--- src/rtl/uart_rx_pkg.sv ---
// uart_rx_pkg
//   Shared definitions for the UART receive controller:
//   - rx_state_e   : framing FSM state encoding
//   - OVERSAMPLE   : ticks per bit (edge counter wraps after BIT_END)
//   - SAMPLE_*     : tick indices used by the mid-bit sampler
//   - BIT_END      : tick index where each bit is decided
//   - PAR_EVEN/ODD : encoding of the PAR_TYP input
//   - maj3()       : 2-of-3 vote used by the majority sampler
package uart_rx_pkg;

  typedef enum logic [2:0] {
    IDLE   = 3'd0,
    START  = 3'd1,
    DATA   = 3'd2,
    PARITY = 3'd3,
    STOP   = 3'd4
  } rx_state_e;

  localparam int         OVERSAMPLE   = 16;
  localparam logic [4:0] SAMPLE_EARLY = 5'd7;
  localparam logic [4:0] SAMPLE_MID   = 5'd8;
  localparam logic [4:0] SAMPLE_LATE  = 5'd9;
  localparam logic [4:0] BIT_END      = 5'(OVERSAMPLE - 1);

  localparam logic PAR_EVEN = 1'b0;
  localparam logic PAR_ODD  = 1'b1;

  function automatic logic maj3(input logic a, input logic b, input logic c);
    return (a & b) | (a & c) | (b & c);
  endfunction

endpackage

--- src/rtl/uart_rx_sampler.sv ---
// uart_rx_sampler
//   Mid-bit sampler for the UART receive path. The sampled value is stable
//   from the sample tick until the next bit's sample tick, so the FSM can
//   consume it at the bit end (edge_cnt == 15).
//   Build option UART_RX_MAJORITY_EN:
//     defined     : sample = majority of RX_IN captured at ticks 7, 8, 9
//     not defined : sample = RX_IN captured at tick 8
// Ports
//   CLK      in  clock (oversample tick rate)
//   RST      in  synchronous active-high reset
//   RX_IN    in  serial line
//   edge_cnt in  tick index within the current bit
//   sample   out sampled bit value
module uart_rx_sampler
  import uart_rx_pkg::*;
(
  input  logic       CLK,
  input  logic       RST,
  input  logic       RX_IN,
  input  logic [4:0] edge_cnt,
  output logic       sample
);

`ifdef UART_RX_MAJORITY_EN
  logic s_early, s_mid, s_late;

  always_ff @(posedge CLK) begin
    if (RST) begin
      s_early <= 1'b0;
      s_mid   <= 1'b0;
      s_late  <= 1'b0;
    end else begin
      if (edge_cnt == SAMPLE_EARLY) s_early <= RX_IN;
      if (edge_cnt == SAMPLE_MID)   s_mid   <= RX_IN;
      if (edge_cnt == SAMPLE_LATE)  s_late  <= RX_IN;
    end
  end

  assign sample = maj3(s_early, s_mid, s_late);
`else
  logic s_mid;

  always_ff @(posedge CLK) begin
    if (RST) begin
      s_mid <= 1'b0;
    end else if (edge_cnt == SAMPLE_MID) begin
      s_mid <= RX_IN;
    end
  end

  assign sample = s_mid;
`endif

endmodule

--- src/rtl/uart_rx_ctrl.sv ---
// uart_rx_ctrl
//   UART receive controller: framing FSM, deserializer and parity/stop
//   checks. Works with an external edge/bit counter running at 16 ticks per
//   bit; edge_bit_en enables that counter whenever a frame is in progress.
//   Build option UART_RX_MAJORITY_EN selects the 3-tick majority sampler
//   (see uart_rx_sampler); result pulse timing is the same in both builds.
// Ports
//   CLK, RST     clock, synchronous active-high reset
//   RX_IN        serial line, idle high
//   PAR_EN       1 = parity bit present (latched at frame start)
//   PAR_TYP      0 = even, 1 = odd (latched at frame start)
//   bit_cnt      bit index from the counter, 0 = start bit
//   edge_cnt     tick index within the current bit, 0..15
//   edge_bit_en  counter enable, high in every state except IDLE
//   P_DATA       last good byte, held until the next good frame
//   data_valid   one-cycle pulse, frame good
//   par_err      one-cycle pulse, parity mismatch
//   stp_err      one-cycle pulse, stop bit sampled 0
//   state_dbg    current FSM state, for observation only
// Handshake: data_valid is a strobe with no ready; P_DATA is valid in the
// data_valid cycle and stays stable until the next data_valid.
module uart_rx_ctrl
  import uart_rx_pkg::*;
#(
  parameter int DATA_WIDTH = 8
) (
  input  logic                  CLK,
  input  logic                  RST,
  input  logic                  RX_IN,
  input  logic                  PAR_EN,
  input  logic                  PAR_TYP,
  input  logic [3:0]            bit_cnt,
  input  logic [4:0]            edge_cnt,
  output logic                  edge_bit_en,
  output logic [DATA_WIDTH-1:0] P_DATA,
  output logic                  data_valid,
  output logic                  par_err,
  output logic                  stp_err,
  output rx_state_e             state_dbg
);

  localparam logic [3:0] LAST_DATA_IDX = 4'(DATA_WIDTH);
  localparam logic [3:0] PARITY_IDX    = 4'(DATA_WIDTH + 1);

  rx_state_e             state, state_nxt;
  logic [DATA_WIDTH-1:0] shift_q, shift_nxt;
  logic [DATA_WIDTH-1:0] p_data_nxt;
  logic                  par_en_q, par_en_nxt;
  logic                  par_typ_q, par_typ_nxt;
  logic                  par_flag_q, par_flag_nxt;
  logic                  valid_nxt, par_err_nxt, stp_err_nxt;
  logic                  sample;
  logic                  bit_end, edge_bad, exp_par;
  logic [3:0]            stop_idx;

  uart_rx_sampler u_sampler (
    .CLK      (CLK),
    .RST      (RST),
    .RX_IN    (RX_IN),
    .edge_cnt (edge_cnt),
    .sample   (sample)
  );

  assign bit_end     = (edge_cnt == BIT_END);
  assign edge_bad    = (edge_cnt > BIT_END);
  assign stop_idx    = par_en_q ? 4'(DATA_WIDTH + 2) : 4'(DATA_WIDTH + 1);
  assign exp_par     = (^shift_q) ^ (par_typ_q == PAR_ODD);
  // Registered-state decode only, so the counter clears the cycle after IDLE.
  assign edge_bit_en = (state != IDLE);
  assign state_dbg   = state;

  always_ff @(posedge CLK) begin
    if (RST) begin
      state      <= IDLE;
      shift_q    <= '0;
      P_DATA     <= '0;
      par_en_q   <= 1'b0;
      par_typ_q  <= 1'b0;
      par_flag_q <= 1'b0;
      data_valid <= 1'b0;
      par_err    <= 1'b0;
      stp_err    <= 1'b0;
    end else begin
      state      <= state_nxt;
      shift_q    <= shift_nxt;
      P_DATA     <= p_data_nxt;
      par_en_q   <= par_en_nxt;
      par_typ_q  <= par_typ_nxt;
      par_flag_q <= par_flag_nxt;
      data_valid <= valid_nxt;
      par_err    <= par_err_nxt;
      stp_err    <= stp_err_nxt;
    end
  end

  always_comb begin
    state_nxt    = state;
    shift_nxt    = shift_q;
    p_data_nxt   = P_DATA;
    par_en_nxt   = par_en_q;
    par_typ_nxt  = par_typ_q;
    par_flag_nxt = par_flag_q;
    valid_nxt    = 1'b0;
    par_err_nxt  = 1'b0;
    stp_err_nxt  = 1'b0;

    case (state)
      IDLE: begin
        if (!RX_IN) begin
          state_nxt    = START;
          par_en_nxt   = PAR_EN;
          par_typ_nxt  = PAR_TYP;
          par_flag_nxt = 1'b0;
        end
      end

      START: begin
        if (bit_cnt != 4'd0 || edge_bad) begin
          state_nxt = IDLE;
        end else if (bit_end) begin
          // A start bit that reads high at mid-bit was a line glitch.
          state_nxt = sample ? IDLE : DATA;
        end
      end

      DATA: begin
        if (bit_cnt == 4'd0 || bit_cnt > LAST_DATA_IDX || edge_bad) begin
          state_nxt = IDLE;
        end else if (bit_end) begin
          shift_nxt = {sample, shift_q[DATA_WIDTH-1:1]};
          if (bit_cnt == LAST_DATA_IDX) begin
            state_nxt = par_en_q ? PARITY : STOP;
          end
        end
      end

      PARITY: begin
        if (bit_cnt != PARITY_IDX || edge_bad) begin
          state_nxt = IDLE;
        end else if (bit_end) begin
          if (sample != exp_par) par_flag_nxt = 1'b1;
          state_nxt = STOP;
        end
      end

      STOP: begin
        if (bit_cnt != stop_idx || edge_bad) begin
          state_nxt = IDLE;
        end else if (bit_end) begin
          state_nxt = IDLE;
          // A framing error masks any parity error in the same frame.
          if (!sample) begin
            stp_err_nxt = 1'b1;
          end else if (par_flag_q) begin
            par_err_nxt = 1'b1;
          end else begin
            valid_nxt  = 1'b1;
            p_data_nxt = shift_q;
          end
        end
      end

      default: state_nxt = IDLE;
    endcase
  end

endmodule

--- config.mk ---
export PLATFORM = sky130hd
export DESIGN_NAME = uart_rx_ctrl
export DESIGN_NICKNAME = d
export VERILOG_FILES = /design/src/rtl/uart_rx_pkg.sv /design/src/rtl/uart_rx_sampler.sv /design/src/rtl/uart_rx_ctrl.sv
export SDC_FILE = /design/constraint.sdc
export NUM_CORES = 1
export LEC_CHECK = 0
export ABC_AREA = 0
export CORE_UTILIZATION = 53
export DETAILED_ROUTE_END_ITERATION = 7
export HOLD_SLACK_MARGIN = 0.12
export PLACE_DENSITY = 0.83
export SYNTH_ARGS = -nofsm -noshare
export SYNTH_HDL_FRONTEND = slang
export SYNTH_SLANG_ARGS = --single-unit
--- constraint.sdc ---
create_clock -name CLK -period 3.55 [get_ports CLK]
set_clock_uncertainty 0.05 [all_clocks]
set_input_delay 1.065 -clock CLK [delete_from_list [all_inputs] [get_ports CLK]]
set_output_delay 1.065 -clock CLK [all_outputs]
set_load 0.01 [all_outputs]
==> results by stage <==
Clock tree:
- The post-CTS setup buffer count is 0.
- After clock tree synthesis, the repair step resized 0 gates.
- The clock root buffer is sky130_fd_sc_hd__clkbuf_4.
- TritonCTS built the clock tree.
- The clock drives 26 sinks.
- For this design, the CTS-stage hold fixing added 0 buffers.
- The later pin in the worst-skew pair is clocked with a latency of 0.32 ns.
- The number of clock buffers added by TritonCTS is 3.
- The deepest level of the CTS H-tree is 1.
- Clock-pin slew was measured on the worst setup and hold paths at 0.13 ns.
- The maximum buffer depth of the clock tree is 2.

Yosys:
- In this run, synthesis inferred 0 flip-flops with an integrated enable.
- The most common cell in the synthesized netlist is sky130_fd_sc_hd__dfxtp_1.
- Counting flops and latches in the post-synthesis netlist gives 26.
- Synthesis produced a netlist whose cell count is 146.
- Among all flip-flop cells after synthesis, the most frequent one is sky130_fd_sc_hd__dfxtp_1.
- The distinct cell type count after synthesis is 44.
- The share of flip-flops with an asynchronous set or reset is 0%.
- The synthesized design spends more area on one cell type than any other, namely sky130_fd_sc_hd__dfxtp_1.
- Ranked by instance count, the synthesized netlist is headed by sky130_fd_sc_hd__dfxtp_1, sky130_fd_sc_hd__nor2_1, sky130_fd_sc_hd__a21oi_1, sky130_fd_sc_hd__mux2i_1, sky130_fd_sc_hd__nand3_1.
- The average instance area after synthesis is 9.08 um^2.
- The area fraction of the dominant cell type after synthesis is 39.3%.
- By area the synthesized netlist is led by sky130_fd_sc_hd__dfxtp_1, sky130_fd_sc_hd__mux2i_1, sky130_fd_sc_hd__nor2_1.
- The number of nets in the synthesized netlist is 160.
- Of the synthesized area, sequential elements account for 39.3%.
- Summing every instance area after synthesis gives 1330 um^2.
- The yosys synthesis warning count is 0.

Detailed routing:
- The final layout contains routed wiring with a total length of 3160 um.
- The detail route stage leaves a number of antenna-violating nets equal to 0.
- The detailed router placed 1,241 vias in this run.
- For this run, design rule violations remaining after detail routing come to 0.
- The violation count after the first detailed-routing iteration is 48.
- The per-cell via count in the routed design is 6.14.
- The routed length per placed instance is 15.6 um.
- The total iterations of the first detailed-routing run is 4.

Power and ir drop:
- The worst-case IR drop observed on VDD is 0.297 mV.
- Combinational logic burns 11.8% of the power.
- The switching component of the power is 0.120 mW.
- Net switching is 23.7% of the power.
- The total design power is 0.509 mW.
- The clock share of power is 29.1%.
- The internal power is 0.389 mW.
- The sequential share of power is 59.1%.
- The static power due to leakage is 0.574 nW.
- The total power per unit cell area is 305 nW/um^2.

STA:
- The final-report max-slew violation count is 0.
- The upper clock frequency limit is 340 MHz.
- Setup violations remaining at the end of the flow were counted as 0.
- Setup repair after global routing left no endpoint under its margin.
- The worst path needs 2.94 ns of the cycle, external delays included.
- The setup total negative slack is 0 ns.
- The final critical-path setup slack is 0.607 ns.
- The final number of hold-violating endpoints came to 0.
- Measured against its own limit, the worst slew margin works out to 59.2%.
- For the pin with the worst max-slew slack, the measured transition is 0.606 ns.
- Of the available clock period, the critical path in the final layout requires 82.9%.

Worst setup path:
- The worst setup path is of the primary input to flop kind.
- At the worst endpoint, the required time is 3.78 ns.
- The register-to-register path setup slack is 1.48 ns.
- Walking the worst path, the cells encountered are clkdlybuf4s50_1, or4b_4, or4_2, a21oi_1, mux2_1.
- The biggest fanout along the worst timing path is 10.
- The capturing element type of the critical path is a flop.
- The worst setup path is launched from a primary input.
- Data on the critical path arrives at its endpoint at 3.17 ns.
- The largest individual stage delay along the critical path comes from the cell sky130_fd_sc_hd__or4_2.
- The worst stage delay on the critical path is 0.66 ns.

Placed design:
- The final HPWL from detailed placement is 2440 um.
- The congestion estimate from routability-driven global placement came to 0.928.
- The cell total after placement is 198.
- The worst slack at placement is 0.295 ns.
- The count of input and output buffers is 28.

GRT:
- The via count of the first global-routing pass came to 1,125.
- The first global-routing pass estimated 5000 um of wire.
- Entering global routing, the biggest net connects 19 pins.
- The initial antenna violation count is 0.
- After global routing the overflow that remains totals 0.
- The overall track demand over capacity in global routing is 26.0%.

Cells and area:
- The number of nets at the end of the flow is 189.
- The antenna diode instance count is 0.
- Of the cells placed in the final design, the portion with a size suffix greater than 1 is 8.05%.
- The count of non-filler cells in the finished layout is 202.
- The area growth from synthesis to layout is 25.9%.
- Once layout is complete, the utilization of the core stands at 73.3%.

Flow run:
- The count of max-cap constraint violations is 0.

Min path:
- The path class of the tightest hold or removal check is flop to flop.

Floorplanning:
- Row generation in the floorplan step produced 17 rows.
- The die is 52 um wide.
- The initial standard-cell utilization of the core is 58.2%.
- The floorplan step defined a die boundary enclosing 2700 um^2.
- The core region is 2280 um^2.
- 29 I/O pins were placed.
- The vertical extent of the die is 52 um.

Status:
- The flow ran to the end, and the final reports show no timing, DRC or antenna violations.
==> flip-flops by register name, indices dropped and copies added (netlist names) <==
signal and flops:
P_DATA 8, shift_q 8, state_dbg 3, data_valid 1, par_en_q 1, par_err 1
par_flag_q 1, par_typ_q 1, stp_err 1, u_sampler.sample 1
==> logic make-up after synthesis <==
logic type	synth area share, %
AO/OA/AOI/OAI	14.9
XOR/XNOR	6.33
buffers and inverters	3.78
flip-flops	39.3
multiplexers	10.0
AND/OR/NAND/NOR	25.7
==> worst max-delay path, delay by kind of cell <==
kind            cells  cell delay [ns]
mux                 1             0.14
compound gates      1             0.15
simple gates        2             1.23
buf+inv             1             0.58
==> layer usage <==
layer / GRT usage, % / part of all wire [%]
met1: 33.9 / 43
met2: 39.1 / 46
met3: 6.73 / 9.2
met4: 13.5 / 1.9
met5: 0 / 0
==> power by group through the flow <==
stage	sequential [mW]	clock (mW)	combinational [mW]
2_1_floorplan	0.304	0	0.0344
3_3_place_gp	0.307	0	0.0578
3_5_place_dp	0.307	0	0.0594
4_1_cts	0.300	0.152	0.0597
5_1_grt	0.301	0.161	0.0647
6_report	0.301	0.148	0.0602
==> worst paths after layout <==
path                                           startpoint                        end  cells past startpoint
worst min-delay path              par_flag_q$_SDFFE_PP0P_         par_err$_SDFF_PP0_                      2
worst max-delay path                          edge_cnt[4]  state_dbg[2]$_SDFFE_PP0P_                      5
worst min register to register    par_flag_q$_SDFFE_PP0P_         par_err$_SDFF_PP0_                      2
worst max register to register  state_dbg[1]$_SDFFE_PP0P_  state_dbg[2]$_SDFFE_PP0P_                      4
==> final cells by class <==
class	instances	area, um^2
Fill cell	165	608
Sequential cell	26	520
Clock buffer	4	36.3
Multi-Input combinational cell	109	754
Timing Repair Buffer	32	310
Inverter	3	11.3
Tap cell	28	35.0
==> through the flow <==
| step | area [um^2] | hold slack (ns) |
|---|---|---|
| 2_1_floorplan | 1330 | 0.377 |
| 3_3_place_gp | 1630 | 0.388 |
| 3_5_place_dp | 1630 | 0.411 |
| 4_1_cts | 1670 | 0.430 |
| 5_1_grt | 1670 | 0.444 |
| 6_report | 1670 | 0.426 |
==> placed cells by master, fill, tap and decap left out, types with 2 or more instances in the layout <==
cell type,n
sky130_fd_sc_hd__dfxtp_1,26
sky130_fd_sc_hd__o21ai_0,8
sky130_fd_sc_hd__or2_2,2
sky130_fd_sc_hd__nand3_1,11
sky130_fd_sc_hd__mux2i_1,11
sky130_fd_sc_hd__buf_4,4
sky130_fd_sc_hd__nor3_1,3
sky130_fd_sc_hd__clkbuf_4,3
sky130_fd_sc_hd__nand4_1,4
sky130_fd_sc_hd__nor2_1,16
sky130_fd_sc_hd__nor4_1,2
sky130_fd_sc_hd__inv_1,3
sky130_fd_sc_hd__clkdlybuf4s50_1,28
sky130_fd_sc_hd__xnor2_1,6
sky130_fd_sc_hd__nor2b_1,3
sky130_fd_sc_hd__a21oi_1,11
sky130_fd_sc_hd__or4_1,3
sky130_fd_sc_hd__nor4b_1,3
No activity file was read; power rests on OpenSTA's default activity.
